--- config.mk ---
export PLATFORM = sky130hd
export DESIGN_NAME = sipo_frame_rx_flat
export DESIGN_NICKNAME = d
export VERILOG_FILES = /design/src/rtl/sipo_frame_rx_if.sv /design/src/rtl/sipo_frame_rx.sv /design/src/flat_wrapper.sv
export SDC_FILE = /design/constraint.sdc
export NUM_CORES = 1
export LEC_CHECK = 0
export CORE_UTILIZATION = 25
export CTS_BUF_LIST = sky130_fd_sc_hd__clkbuf_8
export CTS_CLUSTER_DIAMETER = 120
export DETAILED_ROUTE_END_ITERATION = 10
export SKIP_CTS_REPAIR_TIMING = 1
export SYNTH_ARGS = -nofsm -noshare
export SYNTH_HDL_FRONTEND = slang
export SYNTH_SLANG_ARGS = --single-unit
--- constraint.sdc ---
create_clock -name clk -period 1.5 [get_ports clk]
set_input_delay 0.45 -clock clk [delete_from_list [all_inputs] [get_ports clk]]
set_output_delay 0.45 -clock clk [all_outputs]
set_load 0.05 [all_outputs]
--- src/rtl/sipo_frame_rx_if.sv ---
// Bundles the serial input, the consumer handshake and the receiver status
// for sipo_frame_rx; slave is the receiver, master the line driver/consumer.
interface sipo_frame_rx_if #(
  parameter int WIDTH = 8
);
  logic             sin;
  logic             out_ready;
  logic [WIDTH-1:0] pout;
  logic             out_valid;
  logic             frame_err;
  logic             overrun;
  logic             busy;

  modport master (
    output sin,
    output out_ready,
    input  pout,
    input  out_valid,
    input  frame_err,
    input  overrun,
    input  busy
  );

  modport slave (
    input  sin,
    input  out_ready,
    output pout,
    output out_valid,
    output frame_err,
    output overrun,
    output busy
  );
endinterface

--- src/rtl/sipo_frame_rx.sv ---
// Serial-in/parallel-out frame receiver: start(1), WIDTH bits MSB first, stop(0); word valid WIDTH+1 edges after start.
// One-word holding register: a good frame arriving while the word is unconsumed is dropped and flags sticky overrun.
module sipo_frame_rx #(
  parameter int WIDTH = 8
) (
  input  logic         clk,
  input  logic         rst,
  sipo_frame_rx_if.slave bus
);

  localparam int CW = (WIDTH > 1) ? $clog2(WIDTH) : 1;

  typedef enum logic [1:0] {IDLE, DATA, STOP} state_t;

  state_t           r_state;
  state_t           w_next_state;
  logic [CW-1:0]    r_cnt;
  logic [WIDTH-1:0] r_shreg;
  logic [WIDTH-1:0] r_pout;
  logic             r_out_valid;
  logic             r_frame_err;
  logic             r_overrun;
  logic             r_busy;

  logic             w_last_bit;
  logic             w_stop_good;
  logic             w_stop_bad;
  logic             w_load;
  logic             w_drop;
  logic             w_accept;

  assign w_last_bit = (r_cnt == CW'(WIDTH - 1));

  always_ff @(posedge clk) begin
    if (rst) begin
      r_state <= IDLE;
    end else begin
      r_state <= w_next_state;
    end
  end

  always_comb begin
    w_next_state = r_state;
    w_stop_good  = 1'b0;
    w_stop_bad   = 1'b0;
    case (r_state)
      IDLE: begin
        if (bus.sin) begin
          w_next_state = DATA;
        end
      end
      DATA: begin
        if (w_last_bit) begin
          w_next_state = STOP;
        end
      end
      STOP: begin
        // The next start bit may follow immediately, so STOP always exits to IDLE.
        w_next_state = IDLE;
        w_stop_good  = ~bus.sin;
        w_stop_bad   = bus.sin;
      end
      default: begin
        w_next_state = IDLE;
      end
    endcase
  end

  assign w_accept = r_out_valid & bus.out_ready;
  assign w_load   = w_stop_good & (~r_out_valid | bus.out_ready);
  assign w_drop   = w_stop_good & r_out_valid & ~bus.out_ready;

  always_ff @(posedge clk) begin
    if (rst) begin
      r_cnt       <= '0;
      r_shreg     <= '0;
      r_pout      <= '0;
      r_out_valid <= 1'b0;
      r_frame_err <= 1'b0;
      r_overrun   <= 1'b0;
      r_busy      <= 1'b0;
    end else begin
      r_busy      <= (w_next_state != IDLE);
      r_frame_err <= w_stop_bad;

      // Counter parks on the last index instead of wrapping when WIDTH is a power of two.
      if (r_state == IDLE && bus.sin) begin
        r_cnt <= '0;
      end else if (r_state == DATA && !w_last_bit) begin
        r_cnt <= r_cnt + CW'(1);
      end

      if (r_state == DATA) begin
        r_shreg <= {r_shreg[WIDTH-2:0], bus.sin};
      end

      if (w_load) begin
        r_pout      <= r_shreg;
        r_out_valid <= 1'b1;
      end else if (w_accept) begin
        r_out_valid <= 1'b0;
      end

      if (w_drop) begin
        r_overrun <= 1'b1;
      end
    end
  end

  assign bus.pout      = r_pout;
  assign bus.out_valid = r_out_valid;
  assign bus.frame_err = r_frame_err;
  assign bus.overrun   = r_overrun;
  assign bus.busy      = r_busy;

endmodule

--- src/flat_wrapper.sv ---
// flat-port wrapper written by rule: the top's interface ports become plain ports
module sipo_frame_rx_flat 
#(
  parameter int WIDTH = 8
)
  (clk, rst, bus_sin, bus_out_ready, bus_pout, bus_out_valid, bus_frame_err, bus_overrun, bus_busy);
  sipo_frame_rx_if #(.WIDTH(WIDTH)) bus_i ();
  input  logic clk;
  input  logic rst;
  input wire logic [$bits(bus_i.sin)-1:0] bus_sin;
  input wire logic [$bits(bus_i.out_ready)-1:0] bus_out_ready;
  output wire logic [$bits(bus_i.pout)-1:0] bus_pout;
  output wire logic [$bits(bus_i.out_valid)-1:0] bus_out_valid;
  output wire logic [$bits(bus_i.frame_err)-1:0] bus_frame_err;
  output wire logic [$bits(bus_i.overrun)-1:0] bus_overrun;
  output wire logic [$bits(bus_i.busy)-1:0] bus_busy;
  assign bus_i.sin = bus_sin;
  assign bus_i.out_ready = bus_out_ready;
  assign bus_pout = bus_i.pout;
  assign bus_out_valid = bus_i.out_valid;
  assign bus_frame_err = bus_i.frame_err;
  assign bus_overrun = bus_i.overrun;
  assign bus_busy = bus_i.busy;
  sipo_frame_rx #(.WIDTH(WIDTH)) u_core (.clk(clk), .rst(rst), .bus(bus_i));
endmodule
* Word level (Yosys, flattened, before mapping)
Cells that the tools add are included.
** Operators by class
- Multiplexer cells :: 6
- Add/sub/neg operators :: 1
- Reduce and logical (&&, ||, !) cells :: 8
- Bitwise logic cells :: 9
- Equality and inequality tests :: 3
** Operators with widths (count)
- $and A1 B1 Y1 :: 4
- $mux W2 :: 2
- $not A1 Y1 :: 4
- $pmux W2 S2 :: 1
- $reduce_bool A2 Y1 :: 2
- $reduce_or A2 Y1 :: 2
- $add A3 B1 Y3 const B :: 1
- $eq A3 B3 Y1 const B :: 1
- $mux W1 :: 3
- $eq A2 B1 Y1 const B :: 1
- $eq A2 B2 Y1 const B :: 1
- $logic_and A1 B1 Y1 :: 2
- $logic_not A2 Y1 :: 1
- $logic_not A1 Y1 :: 1
- $or A1 B1 Y1 :: 1
** Storage, ports and cells
- Bits of input ports :: 4
- Logic and storage cells :: 35
- Output and inout bits :: 12
- Register bits :: 25

* Depth between registers and ports, before layout
Gate-level depths: netlist of the first run.
- Depth in word-level cells :: 4
- Gate-level depth with buffers :: 5

* Least setup slack after synthesis of the first run
OpenSTA, ideal clock, no wires.
- Kind :: reg2reg
- Start point :: register u_core.r_out_valid, in the netlist u_core.bus.out_valid
- End point :: register u_core.r_pout[0], in the netlist u_core.bus.pout[0]
- Period minus slack after synthesis :: 1.402 ns
- Path slack :: 0.098 ns
- Path buffers :: 1
- Cell stages (with the launch flop) :: 5
- Arrival time :: 1.283 ns
- Required time :: 1.381 ns
- Cells stage by stage :: dfxtp_1 nor2b_2 and3b_1 buf_6 mux2i_1
** On the way
- Word-level cells in the longest chain between the ends :: 3
** Ends and longest elaborated chain
- from (decl) :: line sipo_frame_rx.sv:20 : logic r_out_valid;
- from (signal assigned) :: line sipo_frame_rx.sv:78 : r_out_valid <= 1'b0;
- from (signal assigned) :: line sipo_frame_rx.sv:99 : r_out_valid <= 1'b1;
- from (signal assigned) :: line sipo_frame_rx.sv:101 : r_out_valid <= 1'b0;
- $not A1 Y1 :: line sipo_frame_rx.sv:70 : assign w_load = w_stop_good & (~r_out_valid | bus.out_ready);
- $or A1 B1 Y1 :: line sipo_frame_rx.sv:70
- $and A1 B1 Y1 :: line sipo_frame_rx.sv:70
- to (signal assigned) :: line sipo_frame_rx.sv:98 : r_pout <= r_shreg;
- to (decl) :: line sipo_frame_rx.sv:19 : logic [WIDTH-1:0] r_pout;
Every way passes these cells.
A chain may end at the register's enable or synchronous reset.

* Worst setup path after layout of the first run
- Start point :: register u_core.r_cnt[0]
- End point :: register u_core.r_cnt[0]
** On the way
- Word-level cells in the longest chain between the ends :: 3
** Ends and longest elaborated chain
- from (decl) :: line sipo_frame_rx.sv:17 : logic [CW-1:0] r_cnt;
- from (signal assigned) :: line sipo_frame_rx.sv:90 : r_cnt <= r_cnt + CW'(1);
- parallel branches: the longest is 3 deep, another holds $add A3 B1 Y3
Parallel ways; which one is timed is not known.

==> impl_metrics.tcl, run 1 <==
set metrics [dict create \
    drive_above_1_share_pct 21.0 \
    hp-start "u_core.r_shreg[7]" \
    ys_seq_area_share_pct 49.8 \
    crit_top_cell "ha_1" \
    n_antenna_cell 0 \
    die_y_um 65.4 \
    cts.sinks 25 \
    setup_viol 0 \
    cp_max_fo 5 \
    hold_path.class "reg2reg" \
    seqPwrFrac_pct 59.0 \
    power_mw 1.15 \
    startpoint_type "flip-flop" \
    row_count 22 \
    syn_to_final_growth_pct 39.4 \
    wirelength_um 1700 \
    worstMarginPinSlew_ps 501 \
    crit_chain "ha_1, ha_1, nor3b_4, xnor2_1, nor2_1" \
    die_x_um 65.4 \
    insertion_delay_ps 270 \
    drtPass1Iterations 4 \
    start_util_pct 26.8 \
    ant_nets 0 \
    gp_congestion 0.677 \
    critPathArrivalTime_ps 1520 \
    grt_first_pass_wirelength_um 2960 \
    fin_nets 131 \
    crit_slowest_cell "dfxtp_1" \
    grt_pass1_vias 715 \
    synth_seq_cells 25 \
    crit_type "reg2reg" \
    layout_commonest_cell "dfxtp_1" \
    drcViolationCount 0 \
    drtIter0Drc 4 \
    dp_hpwl_um 1350 \
    vias 713 \
    path_buf_inv 0 \
    root_buffer "clkbuf_8" \
    wire_per_inst_um 9.86 \
    final_cell_mix "dfxtp_1, nand2b_1, nand2_1" \
    outcome "finished clean" \
    syn_area_um2 1000 \
    core_um2 3740 \
    drv_slew 0 \
    final_area_um2 1400 \
    setup_slack_ps 133 \
    final_util_pct 37.4 \
    power_frac_comb_pct 7.3 \
    antenna_found_initial 0 \
    leakage_nw 0.489 \
    grt_usage_pct 9.03 \
    irDropWorstVdd_v 0.000294 \
    power.share.clock_pct 33.6 \
    instances_no_fill 172 \
    power.density_nw_per_um2 823 \
    hold_slack_ps 459 \
    skew_ps 3.20 \
    slew-limit-headroom_pct 66.5 \
    slowest_delay_ps 330 \
    yosys_warnings 0 \
    critical-path-top-delay-family "adder cells" \
    max_clock_freq_ghz 0.731 \
    overflow 0 \
    regToRegStartpoint "u_core.r_cnt[0]" \
    ios 16 \
    end_kind "flip-flop" \
    placed_area_um2 1350 \
    avgSynthCellArea_um2 9.48 \
    htree_levels 1 \
    grt_start_max_net_pins 20 \
    synth_nets 112 \
    die_area_um2 4280 \
    dp.cells 168 \
    cts_tree "yes" \
    critPathRequiredTime_ps 1650 \
    place_ws_ps -152 \
    cts_buffer_depth 2 \
    syn_inst 106 \
    port_buffers 15 \
    p_int_mw 0.900 \
    setup_tns_ps 0 \
    viasPerCell 4.15 \
    period_minus_slack_ps 1370 \
    max-cap-violations 0 \
    period_share_pct 91.1 \
    clk_pin_slew_ps 80 \
    numCtsBuffers 3 \
    hold_viol_final 0 \
    swShare_pct 21.8 \
    power_switching_mw 0.251 \
    ys_types 24 \
    cp-startpoint "u_core.r_cnt[0]" \
    fillCellCount 384 \
    grt_setup_unrepaired "false" \
]
[state kept, by name, summed over array words and instances (netlist names)]
signal	cells
u_core.bus.busy	1
u_core.bus.pout	8
u_core.r_shreg	8
u_core.bus.overrun	1
u_core.bus.out_valid	1
u_core.r_cnt	3
u_core.bus.frame_err	1
u_core.r_state	2
[power by group through the flow]
stage	clock network (mW)	registers (mW)	logic [mW]
after global placement	0	0.695	0.0815
after floorplan	0	0.700	0.0470
after global routing	0.435	0.682	0.0934
after detailed placement	0	0.695	0.0837
after CTS	0.404	0.680	0.0836
final	0.387	0.680	0.0842
[worst paths after layout]
path / end / slack, ps / depth (start not counted)
min: u_core.r_shreg[7] / 460 / 2
max: u_core.r_cnt[0] / 130 / 5
max reg2reg: u_core.r_cnt[0] / 130 / 5
min reg2reg: u_core.r_shreg[7] / 460 / 2
[cells in the mapped netlist]
cell / count / area (um^2)
nor3_1: 1 / 5.00
nor2_2: 1 / 6.26
nor2_1: 3 / 11.3
nor3b_2: 2 / 25.0
and3b_1: 1 / 8.76
a31oi_1: 1 / 6.26
nand2b_1: 18 / 113
nor3b_1: 1 / 7.51
dfxtp_1: 25 / 500
buf_6: 1 / 11.3
ha_1: 2 / 25.0
a21boi_1: 1 / 7.51
o21bai_1: 1 / 7.51
o21ai_0: 1 / 5.00
clkbuf_1: 1 / 3.75
nor2b_2: 1 / 8.76
buf_4: 2 / 15.0
nor2b_1: 1 / 6.26
xnor2_1: 1 / 8.76
mux2i_1: 8 / 80.1
nand2_1: 18 / 67.6
o21ai_1: 1 / 5.00
a21oi_1: 11 / 55.1
buf_2: 3 / 15.0
[cell type report]
type                            count  area [um^2]  share of cell area [%]
Sequential cell                    25          500                    35.7
Timing Repair Buffer               21          328                    23.4
Tap cell                           48         60.1                    4.29
Clock inverter                      1         5.00                   0.357
Clock buffer                        3         41.3                    2.95
Multi-Input combinational cell     74          465                    33.2
[kinds of logic (layout without fill, tap and decap cells)]
group	count (synthesis)	in the layout	share of synthesized area, %
AND/OR/NAND/NOR	47	47	25.8
adder cells (fa/ha/maj)	2	2	2.49
AO/OA/AOI/OAI	16	16	8.59
XOR/XNOR	1	1	0.872
buffers and inverters	7	25	4.48
flip-flops	25	25	49.8
multiplexers	8	8	7.97
[worst register-to-register path: cells and delay by family, from the launching register on]
| family | cells | cell delay [ps] |
|---|---|---|
| adder cells (fa/ha/maj) | 2 | 470 |
| XOR/XNOR | 1 | 140 |
| flip-flops | 1 | 330 |
| AND/OR/NAND/NOR | 2 | 320 |
[per-layer routing]
metal | wire length, um | global-route usage (%) | part of all wire [%] | vias to the layer above
met4 | 20 | 7.34 | 1.2 | 0
met1 | 791 | 9.87 | 47 | 313
li1 | - | - | - | 386
met2 | 834 | 15.7 | 49 | 12
met3 | 51 | 0.868 | 3.0 | 2
met5 | 0 | 0 | 0 | -
No activity file was read; power rests on OpenSTA's default activity.
==> run 2, diff against run 1 <==
--- a/config.mk
+++ b/config.mk
@@ -9,6 +9,7 @@
 export CTS_BUF_LIST = sky130_fd_sc_hd__clkbuf_8
 export CTS_CLUSTER_DIAMETER = 120
 export DETAILED_ROUTE_END_ITERATION = 10
+export GPL_ROUTABILITY_DRIVEN = 0
 export SKIP_CTS_REPAIR_TIMING = 1
 export SYNTH_ARGS = -nofsm -noshare
 export SYNTH_HDL_FRONTEND = slang
==> results of run 2 <==
The final DEF is identical to that of run 1; final timing and power are the same.
==> run 3, diff against run 2 <==
--- a/config.mk
+++ b/config.mk
@@ -9,7 +9,7 @@
 export CTS_BUF_LIST = sky130_fd_sc_hd__clkbuf_8
 export CTS_CLUSTER_DIAMETER = 120
 export DETAILED_ROUTE_END_ITERATION = 10
-export GPL_ROUTABILITY_DRIVEN = 0
+export SETUP_SLACK_MARGIN = 0.02
 export SKIP_CTS_REPAIR_TIMING = 1
 export SYNTH_ARGS = -nofsm -noshare
 export SYNTH_HDL_FRONTEND = slang
==> constraint.sdc (replaced) <==
create_clock -name clk -period 1.4 [get_ports clk]
set_input_delay 0.42 -clock clk [delete_from_list [all_inputs] [get_ports clk]]
set_output_delay 0.42 -clock clk [all_outputs]
set_load 0.05 [all_outputs]
==> impl_metrics.tcl, run 3 (synthesized netlist as in run 1, its figures left out) <==
set metrics [dict create \
    ff2ff_path_depth 5 \
    end_kind "flip-flop" \
    gp_congestion 0.672 \
    die_y_um 65.4 \
    die_area_um2 4280 \
    wirelength_um 1870 \
    antenna_found_initial 0 \
    final_cell_mix "dfxtp_1, nand2_1, nand2b_1" \
    critical-path-top-delay-family "adder cells" \
    cts.sinks 25 \
    cts_buffer_depth 2 \
    skew_ps 3.21 \
    crit_chain "ha_1, ha_1, buf_4, o21ai_0, a21oi_1" \
    outcome "finished clean" \
    core_um2 3740 \
    dp.cells 169 \
    port_buffers 15 \
    row_count 22 \
    ant_nets 0 \
    drtIter0Drc 18 \
    start_util_pct 26.8 \
    startpoint_type "flip-flop" \
    power.density_nw_per_um2 882 \
    grt_start_max_net_pins 17 \
    root_buffer "clkbuf_8" \
    leakage_nw 0.504 \
    dp_hpwl_um 1480 \
    crit_slowest_cell "dfxtp_1" \
    grt_usage_pct 9.51 \
    n_antenna_cell 0 \
    period_minus_slack_ps 1310 \
    grt_pass1_vias 724 \
    grt_first_pass_wirelength_um 3150 \
    drive_above_1_share_pct 24.0 \
    viasPerCell 4.31 \
    insertion_delay_ps 260 \
    fillCellCount 404 \
    path_buf_inv 1 \
    critPathArrivalTime_ps 1470 \
    vias 746 \
    period_share_pct 93.8 \
    max_clock_freq_ghz 0.762 \
    max-cap-violations 0 \
    clk_pin_slew_ps 90 \
    slowest_delay_ps 330 \
    ios 16 \
    holdPathStages 2 \
    drv_slew 0 \
    instances_no_fill 173 \
    critPathRequiredTime_ps 1550 \
    overflow 0 \
    hold_viol_final 0 \
    htree_levels 1 \
    numCtsBuffers 3 \
    drcViolationCount 0 \
    setup_viol 0 \
    slew-limit-headroom_pct 80.6 \
    cts_tree "yes" \
    fin_nets 132 \
    cp.depth 5 \
    wire_per_inst_um 10.8 \
    layout_commonest_cell "dfxtp_1" \
    grt_setup_unrepaired "true" \
    drtPass1Iterations 4 \
    cp_max_fo 4 \
    setup_tns_ps 0 \
    die_x_um 65.4 \
    crit_type "reg2reg" \
    worstMarginPinSlew_ps 290 \
    crit_top_cell "ha_1" \
    irDropWorstVdd_v 0.000276 \
    syn_to_final_growth_pct 40.2 \
    hold_path.class "reg2reg" \
]
## run 3: layer usage
metal	GRT usage, %	routed length (um)
met1	10.4	830
met2	17.4	930
met3	1.56	67
met4	4.89	40
met5	0	0
## run 3: final cells by class
type	instances	area, um^2	share of cell area [%]
Sequential cell	25	502	35.6
Multi-Input combinational cell	74	463	32.9
Timing Repair Buffer	22	338	24.0
Tap cell	48	60.1	4.26
Clock buffer	3	41.3	2.93
Clock inverter	1	5.00	0.355
## run 3: report_power, final
part / total (mW) / switching (mW) / internal [mW]
logic: 0.0911 / 0.0458 / 0.0453
registers: 0.729 / 0.00903 / 0.720
clock network: 0.423 / 0.224 / 0.199
## run 3: final timing paths
check	startpoint	endpoint	slack, ps
worst max-delay path	u_core.r_cnt[0]	u_core.r_cnt[2]	90
worst max register to register	u_core.r_cnt[0]	u_core.r_cnt[2]	90
worst min-delay path	u_core.r_shreg[7]	u_core.r_shreg[7]	480
worst min register to register	u_core.r_shreg[7]	u_core.r_shreg[7]	480
## run 3: worst min-delay path, stage by stage (launching register included)
cell     delay (ps)
dfxtp_1         320
nand2_1          60
a21oi_1          60
## run 3: through the flow
step           worst slack, ps  hold slack [ps]  area (um^2)  utilization (%)  power (mW)
6_report                  87.1              481         1410             37.6        1.24
3_3_place_gp              -194              448         1360             36.2       0.833
5_1_grt                   2.76              491         1410             37.6        1.30
3_5_place_dp              -223              463         1360             36.2       0.838
4_1_cts                   55.1              477         1400             37.5        1.26
2_1_floorplan              142              437         1010                -       0.800
